==> src/rtl/imm_gen_stage_pkg.sv <==
// Shared types and encodings for the immediate-generation stage.
// Optional CSR-immediate decode is enabled by IMM_GEN_ZIMM_EN.
package imm_gen_stage_pkg;

  localparam int FMT_W = 3;

  typedef enum logic [FMT_W-1:0] {
    FMT_NONE  = 3'd0,
    FMT_I     = 3'd1,
    FMT_S     = 3'd2,
    FMT_B     = 3'd3,
    FMT_U     = 3'd4,
    FMT_J     = 3'd5,
    FMT_SHAMT = 3'd6,
    FMT_ZIMM  = 3'd7
  } imm_fmt_e;

  typedef enum logic [1:0] {
    ST_EMPTY = 2'd0,
    ST_BUSY  = 2'd1,
    ST_FULL  = 2'd2
  } stage_e;

  localparam logic [6:0] OPC_LOAD     = 7'b0000011;
  localparam logic [6:0] OPC_FENCE    = 7'b0001111;
  localparam logic [6:0] OPC_OP_IMM   = 7'b0010011;
  localparam logic [6:0] OPC_AUIPC    = 7'b0010111;
  localparam logic [6:0] OPC_OP_IMM32 = 7'b0011011;
  localparam logic [6:0] OPC_STORE    = 7'b0100011;
  localparam logic [6:0] OPC_OP       = 7'b0110011;
  localparam logic [6:0] OPC_LUI      = 7'b0110111;
  localparam logic [6:0] OPC_OP_32    = 7'b0111011;
  localparam logic [6:0] OPC_BRANCH   = 7'b1100011;
  localparam logic [6:0] OPC_JALR     = 7'b1100111;
  localparam logic [6:0] OPC_JAL      = 7'b1101111;
  localparam logic [6:0] OPC_SYSTEM   = 7'b1110011;

  function automatic logic is_shift(
    input logic [2:0] f3
  );
    return (f3 == 3'b001) || (f3 == 3'b101);
  endfunction

endpackage

==> src/rtl/imm_gen_stage_extract.sv <==
// Combinational immediate extraction: instruction -> imm, format, illegal.
// SYSTEM CSR-immediate decode is enabled by IMM_GEN_ZIMM_EN.
module imm_extract
  import imm_gen_stage_pkg::*;
#(
  parameter int XLEN = 32
) (
  input  logic [31:0]     inst,
  output logic [XLEN-1:0] imm,
  output imm_fmt_e        fmt,
  output logic            illegal
);

  logic [6:0]      opc;
  logic [2:0]      f3;
  logic [XLEN-1:0] i_imm;
  logic [XLEN-1:0] s_imm;
  logic [XLEN-1:0] b_imm;
  logic [XLEN-1:0] u_imm;
  logic [XLEN-1:0] j_imm;
  logic [XLEN-1:0] sh_imm;
  logic [XLEN-1:0] sh32_imm;

  assign opc = inst[6:0];
  assign f3  = inst[14:12];

  assign i_imm = XLEN'($signed(inst[31:20]));
  assign s_imm = XLEN'($signed({inst[31:25], inst[11:7]}));
  assign b_imm = XLEN'($signed({inst[31], inst[7],
                                inst[30:25], inst[11:8],
                                1'b0}));
  assign u_imm = XLEN'($signed({inst[31:12], 12'b0}));
  assign j_imm = XLEN'($signed({inst[31], inst[19:12],
                                inst[20], inst[30:21],
                                1'b0}));

  // Shift amounts are unsigned; RV64 OP-IMM uses a 6-bit field.
  assign sh32_imm = XLEN'(inst[24:20]);
  assign sh_imm   = (XLEN == 64) ? XLEN'(inst[25:20])
                                 : sh32_imm;

`ifdef IMM_GEN_ZIMM_EN
  logic [XLEN-1:0] z_imm;
  assign z_imm = XLEN'(inst[19:15]);
`endif

  always_comb begin
    imm     = '0;
    fmt     = FMT_NONE;
    illegal = 1'b0;
    case (opc)
      OPC_LOAD, OPC_JALR: begin
        imm = i_imm;
        fmt = FMT_I;
      end
      OPC_OP_IMM: begin
        if (is_shift(f3)) begin
          imm = sh_imm;
          fmt = FMT_SHAMT;
        end else begin
          imm = i_imm;
          fmt = FMT_I;
        end
      end
      OPC_OP_IMM32: begin
        if (XLEN != 64) begin
          illegal = 1'b1;
        end else if (is_shift(f3)) begin
          imm = sh32_imm;
          fmt = FMT_SHAMT;
        end else begin
          imm = i_imm;
          fmt = FMT_I;
        end
      end
      OPC_STORE: begin
        imm = s_imm;
        fmt = FMT_S;
      end
      OPC_BRANCH: begin
        imm = b_imm;
        fmt = FMT_B;
      end
      OPC_JAL: begin
        imm = j_imm;
        fmt = FMT_J;
      end
      OPC_LUI, OPC_AUIPC: begin
        imm = u_imm;
        fmt = FMT_U;
      end
      OPC_OP, OPC_FENCE: begin
        fmt = FMT_NONE;
      end
      OPC_OP_32: begin
        illegal = (XLEN != 64);
      end
      OPC_SYSTEM: begin
`ifdef IMM_GEN_ZIMM_EN
        if (f3[2]) begin
          imm = z_imm;
          fmt = FMT_ZIMM;
        end else begin
          imm = i_imm;
          fmt = FMT_I;
        end
`else
        fmt = FMT_NONE;
`endif
      end
      default: begin
        illegal = 1'b1;
      end
    endcase
  end

endmodule

==> src/rtl/imm_gen_stage.sv <==
// Registered immediate-generation stage with a 2-entry skid buffer.
// Optional CSR-immediate decode is enabled by IMM_GEN_ZIMM_EN.
module imm_gen_stage
  import imm_gen_stage_pkg::*;
#(
  parameter int XLEN  = 32,
  parameter int TAG_W = 32
) (
  input  logic             clk,
  input  logic             rst,
  input  logic             flush,
  input  logic             in_valid,
  output logic             in_ready,
  input  logic [31:0]      in_inst,
  input  logic [TAG_W-1:0] in_tag,
  output logic             out_valid,
  input  logic             out_ready,
  output logic [XLEN-1:0]  out_imm,
  output logic [2:0]       out_fmt,
  output logic             out_illegal,
  output logic [TAG_W-1:0] out_tag
);

  logic [XLEN-1:0] x_imm;
  imm_fmt_e        x_fmt;
  logic            x_ill;

  imm_extract #(
    .XLEN(XLEN)
  ) u_extract (
    .inst   (in_inst),
    .imm    (x_imm),
    .fmt    (x_fmt),
    .illegal(x_ill)
  );

  stage_e           state_q, state_d;
  logic             in_ready_q, in_ready_d;

  logic [XLEN-1:0]  main_imm_q, main_imm_d;
  imm_fmt_e         main_fmt_q, main_fmt_d;
  logic             main_ill_q, main_ill_d;
  logic [TAG_W-1:0] main_tag_q, main_tag_d;

  logic [XLEN-1:0]  skid_imm_q, skid_imm_d;
  imm_fmt_e         skid_fmt_q, skid_fmt_d;
  logic             skid_ill_q, skid_ill_d;
  logic [TAG_W-1:0] skid_tag_q, skid_tag_d;

  logic accept;
  logic push;

  assign out_valid   = (state_q != ST_EMPTY);
  assign in_ready    = in_ready_q;
  assign accept      = in_valid & in_ready_q;
  assign push        = out_valid & out_ready;

  assign out_imm     = main_imm_q;
  assign out_fmt     = main_fmt_q;
  assign out_illegal = main_ill_q;
  assign out_tag     = main_tag_q;

  always_comb begin
    state_d    = state_q;
    main_imm_d = main_imm_q;
    main_fmt_d = main_fmt_q;
    main_ill_d = main_ill_q;
    main_tag_d = main_tag_q;
    skid_imm_d = skid_imm_q;
    skid_fmt_d = skid_fmt_q;
    skid_ill_d = skid_ill_q;
    skid_tag_d = skid_tag_q;

    unique case (state_q)
      ST_EMPTY: begin
        if (accept) begin
          main_imm_d = x_imm;
          main_fmt_d = x_fmt;
          main_ill_d = x_ill;
          main_tag_d = in_tag;
          state_d    = ST_BUSY;
        end
      end
      ST_BUSY: begin
        if (accept && push) begin
          main_imm_d = x_imm;
          main_fmt_d = x_fmt;
          main_ill_d = x_ill;
          main_tag_d = in_tag;
        end else if (accept) begin
          // Main is stalled; park the newcomer behind it.
          skid_imm_d = x_imm;
          skid_fmt_d = x_fmt;
          skid_ill_d = x_ill;
          skid_tag_d = in_tag;
          state_d    = ST_FULL;
        end else if (push) begin
          state_d = ST_EMPTY;
        end
      end
      ST_FULL: begin
        if (push) begin
          main_imm_d = skid_imm_q;
          main_fmt_d = skid_fmt_q;
          main_ill_d = skid_ill_q;
          main_tag_d = skid_tag_q;
          state_d    = ST_BUSY;
        end
      end
      default: begin
        state_d = ST_EMPTY;
      end
    endcase

    if (flush) begin
      state_d    = ST_EMPTY;
      main_imm_d = '0;
      main_fmt_d = FMT_NONE;
      main_ill_d = 1'b0;
      main_tag_d = '0;
    end

    in_ready_d = (state_d != ST_FULL);
  end

  always_ff @(posedge clk or posedge rst) begin
    if (rst) begin
      state_q    <= ST_EMPTY;
      in_ready_q <= 1'b1;
      main_imm_q <= '0;
      main_fmt_q <= FMT_NONE;
      main_ill_q <= 1'b0;
      main_tag_q <= '0;
      skid_imm_q <= '0;
      skid_fmt_q <= FMT_NONE;
      skid_ill_q <= 1'b0;
      skid_tag_q <= '0;
    end else begin
      state_q    <= state_d;
      in_ready_q <= in_ready_d;
      main_imm_q <= main_imm_d;
      main_fmt_q <= main_fmt_d;
      main_ill_q <= main_ill_d;
      main_tag_q <= main_tag_d;
      skid_imm_q <= skid_imm_d;
      skid_fmt_q <= skid_fmt_d;
      skid_ill_q <= skid_ill_d;
      skid_tag_q <= skid_tag_d;
    end
  end

endmodule
==> config.mk <==
export PLATFORM = sky130hd
export DESIGN_NAME = imm_gen_stage
export DESIGN_NICKNAME = d
export VERILOG_FILES = /design/src/rtl/imm_gen_stage_pkg.sv /design/src/rtl/imm_gen_stage_extract.sv /design/src/rtl/imm_gen_stage.sv
export SDC_FILE = /design/constraint.sdc
export NUM_CORES = 1
export LEC_CHECK = 0
export ABC_CLOCK_PERIOD_IN_PS = 6060
export BUFFER_PORTS_ARGS = -buffer_cell sky130_fd_sc_hd__buf_2
export CORE_ASPECT_RATIO = 1.4
export CORE_MARGIN = 8
export CORE_UTILIZATION = 52
export CTS_CLUSTER_DIAMETER = 30
export CTS_CLUSTER_SIZE = 8
export DETAILED_ROUTE_END_ITERATION = 10
export PLACE_DENSITY = 0.77
export SLEW_MARGIN = 20
export SYNTH_ARGS = -nofsm -noshare
export SYNTH_HDL_FRONTEND = slang
export SYNTH_SLANG_ARGS = --single-unit
==> constraint.sdc <==
create_clock -name clk -period 6.06 [get_ports clk]
set_input_delay 1.212 -clock clk [delete_from_list [all_inputs] [get_ports clk]]
set_output_delay 1.212 -clock clk [all_outputs]
set_load 0.02 [all_outputs]
==> results.md, run 1 <==
* First-pass GRT wire length at 27300 um
* Vias per std cell at 5.75
* Netlist Area Pre-Place at 6170 um2
* Worst skew pair latency at 410 ps
* Sink Count at 139
* Worst Hold Slack at 473 ps
* Port Buffers at 138
* Nets at 811
* Gr ovfl total at 0
* Hold path startpoint: skid_tag_q[17]
* Die ar. at 15700 um2
* YS warnings at 0
* Core ar. at 11700 um2
* Postcts setup bufs at 0
* Synth Flop Type: dfrtp_1
* Rows at 47
* Largest family of logic cells by synthesized area: simple AND/OR/NAND/NOR gates
* Post-detail-place hpwl at 11400 um
* Slowest cell on crit path: and3b_2
* N_diodes at 0
* Fin util at 64.5%
* CTS H-Tree Depth at 4
* Hold WC Path Type: register to register
* Cells after Synth at 622
* Io pins at 139
* Critical R2R Launch: state_q[1]
* Clock skew at 5.23 ps
* Vias in the first global route at 5425
* Yosys reg bits at 139
* Period minus WS final at 2860 ps
* Slew Limit Headroom at 34.8%
* Setup tns final at 0 ps
* Vias at 5185
* Largest net degree at the start of global routing at 85
* Post-Route WL at 16400 um
* EDFF count, synth at 0
* 1st-iter DRT viols at 303
* WP data required at 6410 ps
* Status: finished, final reports clean
* Crit path top cell by count: a21o_1
* Post-Synth XOR/XNOR Area at 0%
* Routed Antenna Nets at 0
* Final setup viols at 0
* Hold buffer count at CTS at 0
* Clk buf depth at 2
* RePlAce Congestion at 0.876
* WP data arrival at 3210 ps
* Clk root buf: clkbuf_16
* Critical path endpoint category: register
* Worst-path cell chain: buf_2 -> nand3b_1 -> a21o_1 -> and3b_2 -> buf_4 -> a22o_1 -> a21o_1
* FF-to-FF setup slack at 3600 ps
* Drt pass-1 iters at 5
* DP Cell Count at 870
* WS Path Type: primary input to register
* Compound-Gate Fraction of Synth Area at 17.1%
* Peak per-stage delay on the critical path at 640 ps
* Max Fclk at 0.350 GHz
* Worst Hold Path Cells at 2
* Final hold vios at 0
* Async SR Flop Fraction at 100%
* Tcrit/Tclk final at 47.2%
* Pwr per Cell Area at 325 nW/um2
* All-Layer GR Usage at 21.6%
* WHS Endpoint: skid_tag_q[17]
* Max-cap violations at 0
* Post-cts sizing count at 0
* Post-Synth Adder-Cell Area at 0%
* DRC Markers at 0
* Tot Pwr at 2.45 mW
* Largest fanout on the critical path at 41
* Clock transition at path regs at 50 ps
* FF-to-FF path depth at 6
* CP Launch Type: primary input
* Post-synthesis simple-gate area fraction at 17.7%
* Area Growth Syn to Fin at 22.2%
* R2r endpoint: out_imm[7]
* Sequential share of the synthesized area at 56.4%
* Initial antenna violation count at 0
* Share of layout cells above drive strength 1 at 25.3%
* Distinct cells, synth at 50
* Multiplexer area fraction after synthesis at 5.37%
* Die width at 108 um
* Leakage at 3.99 nW
* Slew Limit Fails at 0
* Wire per inst at 18.2 um
* Syn Area/Cell at 9.93 um2
* TritonCTS clock tree: done
* Syn_nets at 691
* Num CTS Buffers at 17
* Initial Util at 52.8%
* Die height at 145 um
* Slew @ Worst Pin at 973 ps
* Non-filler cells, final at 901
* Peak VDD IR at 0.000179 V
* RSZ-0062 raised after global routing: no
==> cells in the mapped netlist (4+ instances only) <==
cell type	instances	area, um2
a222oi_1	11	110
nand2b_1	5	31.3
buf_2	12	60.1
clkbuf_1	22	82.6
a32oi_1	6	52.6
nor2_1	28	105
inv_1	5	18.8
a31oi_1	16	100
a21o_1	8	60.1
a221o_1	12	120
o21ai_0	57	285
a21oi_1	6	30.0
a22o_1	8	70.1
mux2i_1	32	320
dfrtp_1	138	3450
a2bb2oi_1	8	70.1
a22oi_1	6	45.0
nand2_1	191	717
nor3_1	4	20.0
buf_1	4	15.0
==> how the worst max path moves through the flow <==
| stage | start | end |
|---|---|---|
| 2_1_floorplan | rst | out_fmt[0] |
| 3_3_place_gp | in_valid | out_imm[11] |
| 3_5_place_dp | in_valid | out_imm[11] |
| 4_1_cts | in_valid | out_imm[7] |
| 5_1_grt | in_valid | out_imm[11] |
| 6_report | in_valid | out_imm[7] |
==> power by group <==
group	switching [mW]	internal [mW]
Combinational	0.178	0.102
Sequential	0.0583	1.03
Clock	0.368	0.710
==> metrics by stage <==
step                area, um2  setup WS, ps
floorplan                6170          1130
global placement         6910          2850
detailed placement       6920          2790
CTS                      7540          3220
global route             7540          3050
finish                   7540          3200
==> worst max-delay path: cells and delay by family <==
| kind | cells | cell delay [ps] |
|---|---|---|
| and+or+nand+nor | 2 | 830 |
| buffers and inverters | 2 | 640 |
| AOI/OAI and AO/OA | 3 | 510 |
==> state kept, by name, summed over array words and instances, names as in the netlist <==
signal and cells:
out_fmt 3, skid_ill_q 1, out_tag 32, skid_tag_q 32, skid_imm_q 32, in_ready 1, out_illegal 1, skid_fmt_q 3
out_imm 32, state_q 2
==> layout by cell type, fill, tap and decap left out, types with 3 or more instances in the layout <==
| cell type | synthesis | routed |
|---|---|---|
| nand3b_1 | 3 | 3 |
| a21o_1 | 8 | 7 |
| a22o_1 | 8 | 8 |
| clkbuf_16 | 0 | 17 |
| clkbuf_8 | 0 | 6 |
| nor3_1 | 4 | 4 |
| a2bb2oi_1 | 8 | 8 |
| o21ai_0 | 57 | 57 |
| a32oi_1 | 6 | 6 |
| inv_1 | 5 | 4 |
| nor2_1 | 28 | 27 |
| a31oi_1 | 16 | 16 |
| nand3_1 | 3 | 3 |
| nand2b_1 | 5 | 4 |
| a21oi_1 | 6 | 6 |
| a222oi_1 | 11 | 11 |
| dfrtp_1 | 138 | 138 |
| nand2_1 | 191 | 190 |
| buf_2 | 12 | 138 |
| a22oi_1 | 6 | 6 |
| buf_4 | 1 | 5 |
| a221o_1 | 12 | 12 |
| bufinv_16 | 0 | 3 |
| mux2i_1 | 32 | 32 |
==> layout make-up <==
type | count | area, um2
Clock inverter | 6 | 108
Clock buffer | 25 | 515
Sequential cell | 139 | 3480
Tap cell | 147 | 184
Inverter | 5 | 23.8
Timing Repair Buffer | 143 | 728
Multi-Input combinational cell | 436 | 2510
Fill cell | 949 | 4160
==> logic make-up (layout without fill, tap and decap cells) <==
family | count (synthesis) | count (layout)
multiplexers | 33 | 33
flip-flops | 139 | 139
AO/OA/AOI/OAI | 148 | 148
AND/OR/NAND/NOR | 255 | 255
buffers and inverters | 47 | 179
==> metal layers <==
| metal | vias to the layer above | track usage [%] | part of all wire [%] |
|---|---|---|---|
| met2 | 185 | 35.4 | 51 |
| met5 | - | 0 | 0 |
| met1 | 2555 | 26.2 | 41 |
| met4 | 0 | 8.57 | 2.0 |
| li1 | 2417 | - | - |
| met3 | 28 | 5.41 | 6.9 |
No activity file was read; power rests on OpenSTA's default activity.
==> run 2: changes to the inputs <==
--- a/config.mk
+++ b/config.mk
@@ -5,15 +5,15 @@
 export SDC_FILE = /design/constraint.sdc
 export NUM_CORES = 1
 export LEC_CHECK = 0
-export ABC_CLOCK_PERIOD_IN_PS = 6060
+export ABC_CLOCK_PERIOD_IN_PS = 2600
 export BUFFER_PORTS_ARGS = -buffer_cell sky130_fd_sc_hd__buf_2
 export CORE_ASPECT_RATIO = 1.4
 export CORE_MARGIN = 8
-export CORE_UTILIZATION = 52
+export CORE_UTILIZATION = 49
 export CTS_CLUSTER_DIAMETER = 30
 export CTS_CLUSTER_SIZE = 8
 export DETAILED_ROUTE_END_ITERATION = 10
-export PLACE_DENSITY = 0.77
+export PLACE_DENSITY = 0.76
 export SLEW_MARGIN = 20
 export SYNTH_ARGS = -nofsm -noshare
 export SYNTH_HDL_FRONTEND = slang
==> constraint.sdc (replaced) <==
create_clock -name clk -period 2.6 [get_ports clk]
set_input_delay 0.52 -clock clk [delete_from_list [all_inputs] [get_ports clk]]
set_output_delay 0.52 -clock clk [all_outputs]
set_load 0.02 [all_outputs]
==> run 2 against run 1 <==
Design area up 2.1%. Count of clock-buffer cells in the layout down 5. Sequential share of layout area down 0.95 points. Wire length up 2.5%. Via count up 2.4%. Critical path depth down 2. Register-to-register slack worse by 3200 ps. Die area up 5.3%. Total power up 140%. Sequential power up 130%. First-iteration DRC count up 6.3%. Non-clock buffer count up 9. Largest cell class unchanged.
==> results.md, run 2 (synthesis results as in run 1) <==
* Status: finished, final reports clean
* Rows at 48
* Die height at 149 um
* Clock transition at path regs at 60 ps
* Worst skew pair latency at 410 ps
* Nets at 820
* Filler Cells Inserted at 985
* Peak VDD IR at 0.000450 V
* Pwr per Cell Area at 778 nW/um2
* CP Launch Type: register
* DP Cell Count at 882
* Clock skew at 7.21 ps
* DRC Markers at 0
* CTS H-Tree Depth at 4
* Die ar. at 16500 um2
* Slew @ Worst Pin at 828 ps
* Max Fclk at 0.447 GHz
* Largest fanout on the critical path at 11
* Final hold vios at 0
* Critical path endpoint category: register
* Vias at 5308
* WP data arrival at 2570 ps
* Num CTS Buffers at 17
* First-pass GRT wire length at 27700 um
* Multi-input combinational cell area at 2500 um2
* Commonest non-fill, non-tap cells in the layout: nand2_1, buf_2, dfrtp_1
* Port Buffers at 138
* Slew Limit Headroom at 44.6%
* Clk root buf: clkbuf_16
* Core ar. at 12300 um2
* Largest net degree at the start of global routing at 58
* FF-to-FF setup slack at 360 ps
* All-Layer GR Usage at 20.6%
* Worst setup margin at 364 ps
* Vias per std cell at 5.81
* Max-cap violations at 0
* RePlAce Congestion at 0.880
* Sequential standard cell area at 3480 um2
* Vias in the first global route at 5550
* Pre-CTS setup slack at 303 ps
* Sink Count at 139
* FF-to-FF path depth at 5
* Tcrit/Tclk final at 86.0%
* Critical R2R Launch: in_ready
* Post-cts sizing count at 0
* Hold buffer count at CTS at 0
* Slew Limit Fails at 0
* Clk buf depth at 2
* Die width at 111 um
* 1st-iter DRT viols at 322
* Routed Antenna Nets at 0
* Initial Util at 50.1%
* Share of layout cells above drive strength 1 at 26.3%
* Post-Route WL at 16800 um
* Gr ovfl total at 0
* Post-detail-place hpwl at 11600 um
* Setup tns final at 0 ps
* Hold WC Path Type: primary input to asynchronous set/reset pin
* RSZ-0062 raised after global routing: no
* WS Path Type: register to register
* Postcts setup bufs at 0
* N_diodes at 0
* Initial antenna violation count at 0
* TritonCTS clock tree: done
* Io pins at 139
* Leakage at 4.07 nW
* Drt pass-1 iters at 7
* Area Growth Syn to Fin at 24.8%
* Commonest non-fill, non-tap cell in the layout: nand2_1
* Wire per inst at 18.4 um
* Final setup viols at 0
* Period minus WS final at 2240 ps
* Non-filler cells, final at 913
* WP data required at 2930 ps
* R2r endpoint: out_imm[27]
## run 2: changes by cell type in the layout (fill, tap and decap cells not counted), moves of 2 or more
cell       delta
buf_12        +3
bufinv_16     +3
clkbuf_1      -2
clkbuf_8      -3
buf_4         +6
clkinv_4      +2
## run 2: worst max-delay path, cell delays in order, from the launching register on
cell and delay, ps:
dfstp_2 560, nand3b_1 200, or3_1 410, nor2_1 650
a222oi_1 210, nand2_1 130
## run 2: report_power, final
part,leakage (nW),internal [mW],switching [mW]
clock,0.332,1.87,0.898
combinational,1.89,0.254,0.425
sequential,1.85,2.41,0.135
## run 2: routing by layer
layer / track usage [%] / wire (um) / vias up
met5: 0 / 0 / -
met4: 9.08 / 422 / 0
met3: 6.36 / 1130 / 35
met2: 35.6 / 8620 / 223
met1: 22.8 / 6620 / 2617
li1: - / - / 2433
## run 2: metrics by stage
stage | hold slack, ps | cell area, um2 | utilization [%] | power (mW)
after detailed placement | 462 | 7020 | 57.0 | 3.26
after global routing | 237 | 7700 | 62.6 | 6.22
after floorplan | 445 | 6180 | - | 2.99
after global placement | 455 | 7020 | 57.0 | 3.21
final | 195 | 7700 | 62.6 | 5.99
after CTS | 201 | 7700 | 62.6 | 6.04
## run 2: worst max-delay path by stage
stage | end | start | slack, ps | cells after the start
after global placement | out_imm[13] | in_valid | 370 | 7
after floorplan | out_fmt[0] | rst | 350 | 1
final | out_imm[27] | in_ready | 360 | 5
after detailed placement | out_imm[13] | in_valid | 300 | 7
after CTS | out_imm[16] | state_q[1] | 440 | 6
after global routing | out_imm[28] | in_ready | 310 | 5
## run 2: layout make-up
type / count / share of cell area [%]
repair buffers: 152 / 10.8
clock inverters: 11 / 2.79
flip-flops and latches: 139 / 45.2
well taps: 150 / 2.44
multi-input cells: 436 / 32.4
clock buffers: 20 / 6.06
inverters: 5 / 0.292
==> run 3: changes to the inputs <==
--- a/config.mk
+++ b/config.mk
@@ -13,7 +13,7 @@
 export CTS_CLUSTER_DIAMETER = 30
 export CTS_CLUSTER_SIZE = 8
 export DETAILED_ROUTE_END_ITERATION = 10
-export PLACE_DENSITY = 0.76
+export PLACE_DENSITY = 0.8
 export SLEW_MARGIN = 20
 export SYNTH_ARGS = -nofsm -noshare
 export SYNTH_HDL_FRONTEND = slang
==> run 3 against run 2 <==
Sequential cell count unchanged. Clock power fell by 13%. Hold slack improved by 120 ps. Clock skew decreased by 1.0 ps. Register-to-register slack barely moved. Fmax hardly changed. Sequential share of layout area rose by 0.45 points. Critical endpoint is now out_imm[28]. Largest power group is now sequential cells.
==> results.md, run 3 (synthesis results as in run 1) <==
* Worst setup margin at 364 ps
* Post-cts sizing count at 0
* Clock skew at 6.19 ps
* Period minus WS final at 2240 ps
* Share of layout cells above drive strength 1 at 26.4%
* Max Fclk at 0.447 GHz
* Die width at 111 um
* Hold WC Path Type: primary input to asynchronous set/reset pin
* Vias in the first global route at 5517
* Largest fanout on the critical path at 11
* Postcts setup bufs at 0
* Clk root buf: clkbuf_16
* Largest net degree at the start of global routing at 140
* First-pass GRT wire length at 26900 um
* Nets at 821
* Peak VDD IR at 0.000478 V
* Drt pass-1 iters at 5
* Pre-CTS setup slack at 290 ps
* Worst skew pair latency at 410 ps
* Worst-path cell chain: nand3b_1 -> or3_1 -> nor2_1 -> a222oi_1 -> nand2_1
* Rows at 48
* Clk buf depth at 2
* Slew Limit Headroom at 48.3%
* TritonCTS clock tree: done
* Post-detail-place hpwl at 11700 um
* Worst Hold Slack at 317 ps
* WP data arrival at 2570 ps
* Critical path endpoint category: register
* Peak per-stage delay on the critical path at 610 ps
* CP Launch Type: register
* RSZ-0062 raised after global routing: no
* Vias per std cell at 5.74
* 1st-iter DRT viols at 366
* Filler Cells Inserted at 985
* Area Growth Syn to Fin at 23.6%
* WS Path Type: register to register
* Gr ovfl total at 0
* Max-cap violations at 0
* Leakage at 4.03 nW
* Routed Antenna Nets at 0
* Slowest cell on crit path: nor2_1
* Slew Limit Fails at 0
* GR Layer Usage met3 at 5.72%
* Final Instance Area at 7630 um2
* Initial antenna violation count at 0
* Commonest non-fill, non-tap cell in the layout: nand2_1
* Post-Route WL at 16400 um
* Busiest grt layer: met2
* Port Buffers at 138
* Tcrit/Tclk final at 86.0%
* Setup tns final at 0 ps
* Commonest non-fill, non-tap cells in the layout: nand2_1, buf_2, dfrtp_1
* CTS H-Tree Depth at 4
* Area after DPL at 7030 um2
* Vias at 5249
* Die ar. at 16500 um2
* Status: finished, final reports clean
* Final hold vios at 0
* Initial Util at 50.1%
* WP data required at 2930 ps
* Core ar. at 12300 um2
* Critical path's top delay family: simple AND/OR/NAND/NOR gates
* Io pins at 139
* DRC Markers at 0
* Final setup viols at 0
* Clock transition at path regs at 60 ps
* All-Layer GR Usage at 19.7%
* Sink Count at 139
* M1 GR Usage at 22.4%
* Buf/Inv on CP at 0
* Pwr per Cell Area at 738 nW/um2
* Slew @ Worst Pin at 773 ps
* Fin util at 62.0%
* Grt met2 use at 33.8%
* N_diodes at 0
* Hold buffer count at CTS at 0
* Die height at 149 um
* RePlAce Congestion at 0.852
* Num CTS Buffers at 17
* Wire per inst at 17.9 um
[run 3: changes by cell type in the layout (fill, tap and decap cells not counted)]
cell	delta
buf_4	+1
clkinvlp_4	+3
clkbuf_8	+1
clkinv_4	-2
inv_6	+1
bufinv_16	-4
clkinv_2	+1
clkbuf_1	+1
[run 3: per-layer routing]
| layer | part of all wire, % | wire length (um) |
|---|---|---|
| met5 | 0 | 0 |
| met4 | 2.6 | 423 |
| met3 | 6.8 | 1110 |
| met2 | 51 | 8360 |
| met1 | 40 | 6500 |
[run 3: final timing paths]
kind                          startpoint        endpoint  slack [ps]  cells after the start
setup / recovery                in_ready     out_imm[28]         360                      5
max in group asynchronous            rst  skid_tag_q[10]        1710                      3
hold reg to reg            skid_tag_q[6]   skid_tag_q[6]         470                      2
min in group clk              in_tag[23]  skid_tag_q[23]         320                      3
setup reg to reg                in_ready     out_imm[28]         360                      5
hold / removal                       rst  skid_tag_q[23]         320                      3
[run 3: power breakdown]
group / leakage, nW / internal, mW / switching (mW) / total, mW
sequential: 1.85 / 2.41 / 0.136 / 2.55
combinational: 1.90 / 0.256 / 0.426 / 0.682
clock: 0.285 / 1.51 / 0.890 / 2.40
[run 3: per-stage QoR]
stage	instances	total power [mW]
floorplan	622	2.99
global placement	883	3.21
detailed placement	883	3.26
CTS	915	5.67
global route	915	5.87
finish	915	5.63
[run 3: worst min-delay path: stages]
cell	delay, ps
buf_2	110
clkinvlp_4	70
buf_12	510
[run 3: cell type report]
cell class,count,area [um2],area share [%]
Clock buffer,22,484,6.35
Sequential cell,139,3480,45.6
Clock inverter,10,114,1.49
Inverter,5,22.5,0.295
Multi-Input combinational cell,436,2500,32.8
Timing Repair Buffer,153,841,11.0
Tap cell,150,188,2.46
